===== src/rtl/convolution_weight_loader.sv =====
// Run-time loader for convolution kernel weights: a serial AXI-Stream fills a shadow bank,
// which is committed to the active bank on a frame boundary. Option: CONV_WEIGHT_IDENTITY_RESET_EN.
module convolution_weight_loader #(
  parameter int WEIGHT_WIDTH = 8,
  parameter int KERNEL_SIZE  = 3,
  parameter int IN_CHANNELS  = 3,
  parameter int OUT_CHANNELS = 3
) (
  input  logic clock_i,
  input  logic reset_ni,
  input  logic slave_tvalid_i,
  output logic slave_tready_o,
  input  logic signed [WEIGHT_WIDTH-1:0] slave_tdata_i,
  input  logic slave_tlast_i,
  input  logic frame_end_i,
  output logic signed [OUT_CHANNELS-1:0][IN_CHANNELS-1:0][KERNEL_SIZE-1:0][KERNEL_SIZE-1:0][WEIGHT_WIDTH-1:0] weight_o,
  output logic busy_o,
  output logic pending_o,
  output logic commit_o,
  output logic error_o
);

  localparam int NumWeights = OUT_CHANNELS * IN_CHANNELS * KERNEL_SIZE * KERNEL_SIZE;
  localparam int CountWidth = $clog2(NumWeights + 1);
  localparam int BankWidth  = NumWeights * WEIGHT_WIDTH;
  localparam logic [CountWidth-1:0] LastIdx = CountWidth'(NumWeights - 1);

  typedef enum logic [1:0] {
    IDLE,
    LOAD,
    DRAIN,
    PENDING
  } state_e;

  // Word n of the stream lives at bits [n*WEIGHT_WIDTH +: WEIGHT_WIDTH], matching the packed
  // layout of weight_o with out_channel most significant and column least significant.
  function automatic logic [BankWidth-1:0] default_bank();
    logic [BankWidth-1:0] bank;
    bank = '0;
`ifdef CONV_WEIGHT_IDENTITY_RESET_EN
    for (int unsigned oc = 0; oc < OUT_CHANNELS; oc++) begin
      if (oc < IN_CHANNELS) begin
        bank[(((oc * IN_CHANNELS + oc) * KERNEL_SIZE + KERNEL_SIZE / 2) * KERNEL_SIZE
              + KERNEL_SIZE / 2) * WEIGHT_WIDTH +: WEIGHT_WIDTH] = WEIGHT_WIDTH'(1);
      end
    end
`endif
    return bank;
  endfunction

  localparam logic [BankWidth-1:0] DefaultBank = default_bank();

  state_e                  state_q, state_d;
  logic [CountWidth-1:0]   count_q;
  logic [BankWidth-1:0]    shadow_q;
  logic [BankWidth-1:0]    active_q;
  logic                    ready_en_q;
  logic                    error_q;
  logic                    xfer;
  logic                    accepting;
  logic                    at_last;

  assign xfer      = slave_tvalid_i & slave_tready_o;
  assign accepting = (state_q == IDLE) || (state_q == LOAD);
  assign at_last   = (count_q == LastIdx);

  always_ff @(posedge clock_i or negedge reset_ni) begin
    if (!reset_ni) begin
      state_q <= IDLE;
    end else begin
      state_q <= state_d;
    end
  end

  // IDLE behaves as LOAD with count 0, so a wrong-length set is caught from the first word.
  always_comb begin
    state_d = state_q;
    unique case (state_q)
      IDLE, LOAD: begin
        if (xfer) begin
          if (slave_tlast_i && at_last) state_d = PENDING;
          else if (slave_tlast_i)       state_d = IDLE;
          else if (at_last)             state_d = DRAIN;
          else                          state_d = LOAD;
        end
      end
      DRAIN: begin
        if (xfer && slave_tlast_i) state_d = IDLE;
      end
      PENDING: begin
        if (frame_end_i) state_d = IDLE;
      end
      default: state_d = IDLE;
    endcase
  end

  always_comb begin
    slave_tready_o = 1'b0;
    busy_o         = 1'b1;
    pending_o      = 1'b0;
    commit_o       = 1'b0;
    unique case (state_q)
      IDLE: begin
        slave_tready_o = ready_en_q;
        busy_o         = 1'b0;
      end
      LOAD, DRAIN: begin
        slave_tready_o = ready_en_q;
      end
      PENDING: begin
        pending_o = 1'b1;
        commit_o  = frame_end_i;
      end
      default: busy_o = 1'b1;
    endcase
  end

  // Holds tready low for the cycle following reset release as well as during reset.
  always_ff @(posedge clock_i or negedge reset_ni) begin
    if (!reset_ni) begin
      ready_en_q <= 1'b0;
    end else begin
      ready_en_q <= 1'b1;
    end
  end

  always_ff @(posedge clock_i or negedge reset_ni) begin
    if (!reset_ni) begin
      count_q <= '0;
    end else if (state_d == LOAD) begin
      if (xfer) count_q <= count_q + 1'b1;
    end else begin
      count_q <= '0;
    end
  end

  always_ff @(posedge clock_i or negedge reset_ni) begin
    if (!reset_ni) begin
      shadow_q <= '0;
    end else if (xfer && accepting) begin
      shadow_q[count_q * WEIGHT_WIDTH +: WEIGHT_WIDTH] <= slave_tdata_i;
    end
  end

  always_ff @(posedge clock_i or negedge reset_ni) begin
    if (!reset_ni) begin
      error_q <= 1'b0;
    end else if (xfer && accepting) begin
      if (slave_tlast_i && at_last)     error_q <= 1'b0;
      else if (slave_tlast_i || at_last) error_q <= 1'b1;
    end
  end

  always_ff @(posedge clock_i or negedge reset_ni) begin
    if (!reset_ni) begin
      active_q <= DefaultBank;
    end else if (commit_o) begin
      active_q <= shadow_q;
    end
  end

  assign error_o  = error_q;
  assign weight_o = active_q;

endmodule


===== config.mk =====
export PLATFORM = sky130hd
export DESIGN_NAME = convolution_weight_loader
export DESIGN_NICKNAME = d
export VERILOG_FILES = /design/src/rtl/convolution_weight_loader.sv
export SDC_FILE = /design/constraint.sdc
export NUM_CORES = 2
export LEC_CHECK = 0
export ABC_AREA = 1
export BUFFER_PORTS_ARGS = -buffer_cell sky130_fd_sc_hd__buf_2
export CORE_MARGIN = 2
export CORE_UTILIZATION = 23
export DETAILED_ROUTE_END_ITERATION = 8
export GPL_TIMING_DRIVEN = 0
export PLACE_DENSITY = 0.37
export REMOVE_ABC_BUFFERS = 1
export SLEW_MARGIN = 40
export SYNTH_ARGS = -nofsm -noshare
export SYNTH_HDL_FRONTEND = slang
export SYNTH_SLANG_ARGS = --single-unit

===== constraint.sdc =====
create_clock -name clock_i -period 3.2 [get_ports clock_i]
set_clock_uncertainty 0.05 [all_clocks]
set_input_delay 0.16 -clock clock_i [delete_from_list [all_inputs] [get_ports clock_i]]
set_output_delay 0.16 -clock clock_i [all_outputs]
set_load 0.02 [all_outputs]

==> run summary <==
Outcome = finished clean
Largest vdd supply drop = 0.464 mV
Rows = 175
Initial antenna violation count = 10
WS Path Type = reg -> reg
Crit share post-route = 98.8%
First drt pass iteration count = 5
Clock transition at the registers of the reported paths = 60 ps
Post-synth top area cell = dfrtp_1
Crit start category = flop
# IOs = 666
Worst-Margin Slew = 718 ps
Leak = 36.1 nW
CTS tree = built
CP max FO = 12
Pin count of the biggest net entering global routing = 98
Final setup violating endpoints = 0
Synth Instances = 5008
Final WL = 223 mm
Hold/Removal Path Class = in -> reg
Cts bufs inserted = 161
Share of cells above drive strength 1 = 34.1%
Netlist cell types = 29
Final nets = 5883
Synth area leaders = dfrtp_1 62%, mux2_2 14%, nand2_1 10%
Die area = 233000 um^2
Critical Path AT = 3860 ps
Vias post-DR = 39500
Vias per cell = 4.38
Avg WL per Cell = 24.8 um
Die width = 482 um
Worst Path Required = 3900 ps
Peak Freq = 316 MHz
CP Capture Type = flop
Maximum clock path buffer count = 3
Setup TNS = 0 ps
Core box area = 227000 um^2
Global-route wire length before repair = 314 mm
Root Buffer = clkbuf_16
Final Hold Viols = 0
Most frequent cells in the layout = 1384 x nand2_1, 1305 x dfrtp_1, 664 x buf_2
Top cell type's share of synthesized area = 62.1%
#FFs+latches synth = 1307
Drt first-iter violations = 2790
CTS sink count = 1307
Global placer's final weighted congestion = 0.747
H-Tree Depth = 4
Vias in the first global route = 40000
Total GRT Usage = 18.9%
Synth Warn # = 0
Slew headroom = 51.9%
Avg Inst Size Synth = 10.5 um^2
Slew Viols, Final = 0
Total grt overflow = 0
Worst hold slack = 330 ps
Placed instance count = 8568
Worst skew pair latency = 820 ps
Number of max-cap violations = 0
RSZ-0062 raised after global routing = true
Fillers = 23600
DRC = 0
Die height = 482 um
Area after DPL = 61700 um^2
Min Tclk post-route = 3160 ps
Area delta synth->final = 32.1%
Area of the multi-input gates = 19600 um^2
Port buffer count = 665
Initial cell density of the core = 23.1%
Sequential area share after synthesis = 62.1%
Syn Std Cell Area = 52700 um^2
Non-filler cells, final = 9004
Commonest non-fill, non-tap cell in the layout = nand2_1
Register area = 32700 um^2
Routed Antenna Nets = 0
Detail Placement HPWL = 154 mm
Final total power = 0.0390 W
Final instance area = 69600 um^2
Power density cells = 560 nW/um^2
==> cells in the mapped netlist, drive strengths merged <==
cell,instances
clkinv,1
buf,55
mux2,646
nand4,58
xnor2,1
xor2,5
dfrtp,1307
nand3,253
ha,6
o21ai,249
o21a,8
conb,1
a21oi,5
nor4,7
inv,158
nand2,1425
nor3,114
nor2,522
clkbuf,185
o211ai,2
==> power by group <==
group          internal, W  switching, W  leakage, nW
Sequential          0.0166     0.0000368         18.2
Clock               0.0110       0.00780         2.64
Combinational     0.000911       0.00264         15.2
==> registers in the layout, indices dropped and copies added, names as in the netlist <==
name / flops
count_q: 7
error_o: 1
ready_en_q: 1
shadow_q: 648
state_q: 2
weight_o: 648
==> critical path, cell delays in order, from the launching register on <==
cell,delay (ps)
dfrtp_4,520
inv_8,80
ha_4,190
nand3_4,120
xor2_4,200
buf_12,140
buf_4,250
buf_16,200
nor2_4,190
clkbuf_16,210
nand2_8,70
buf_16,180
buf_12,170
buf_4,160
nor2_1,110
nand2_1,70
o21ai_1,120
==> logic make-up after synthesis <==
group	count (synthesis)	share of synthesized area, %
buffers and inverters	399	2.93
other	1	0.00712
AOI/OAI and AO/OA	264	2.56
adders and majority gates	6	0.143
xor gates and xnor gates	6	0.157
muxes	646	13.8
DFF	1307	62.1
and+or+nand+nor	2379	18.3
==> final timing paths <==
| path | cells after the start | slack, ps | startpoint | to |
|---|---|---|---|---|
| hold reg to reg | 2 | 420 | shadow_q[47] | shadow_q[47] |
| max in group asynchronous | 8 | 440 | reset_ni | weight_o[271] |
| hold / removal | 5 | 330 | frame_end_i | state_q[0] |
| setup reg to reg | 16 | 40 | count_q[0] | shadow_q[122] |
| setup / recovery | 16 | 40 | count_q[0] | shadow_q[122] |
| min in group asynchronous | 4 | 450 | reset_ni | weight_o[95] |
==> per-layer routing <==
layer / wire, um / track usage (%)
met5: 20 / 0
met4: 5030 / 4.87
met3: 15700 / 5.37
met2: 102000 / 29.8
met1: 100000 / 25.5
==> metrics by stage <==
step	util, %	setup slack (ps)
after floorplan	-	-27560
after global placement	25.8	-49730
after detailed placement	27.1	-2410
after CTS	30.3	1.21
after global routing	30.6	-169
final	30.6	38.8
==> area by class of cell <==
cell class	instances	area share (%)
diodes	6	0.0216
flip-flops and latches	1307	47.0
clock inverters	52	0.973
well taps	3009	5.41
repair buffers	926	10.5
multi-input cells	3304	28.2
inverters	159	1.01
repair inverters	5	0.0737
clock buffers	236	6.80
==> timing repair <==
action | 4_1_cts | 5_1_grt
resized for setup | 176 | 83
gates cloned | 14 | 1
endpoints found under the hold margin | 498 | 0
hold buffers | 16 | 0
pin swaps | 36 | 26
endpoints found under the setup margin | 692 | 547
setup buffers | 85 | 29
Power figures use the tool's default switching activity.
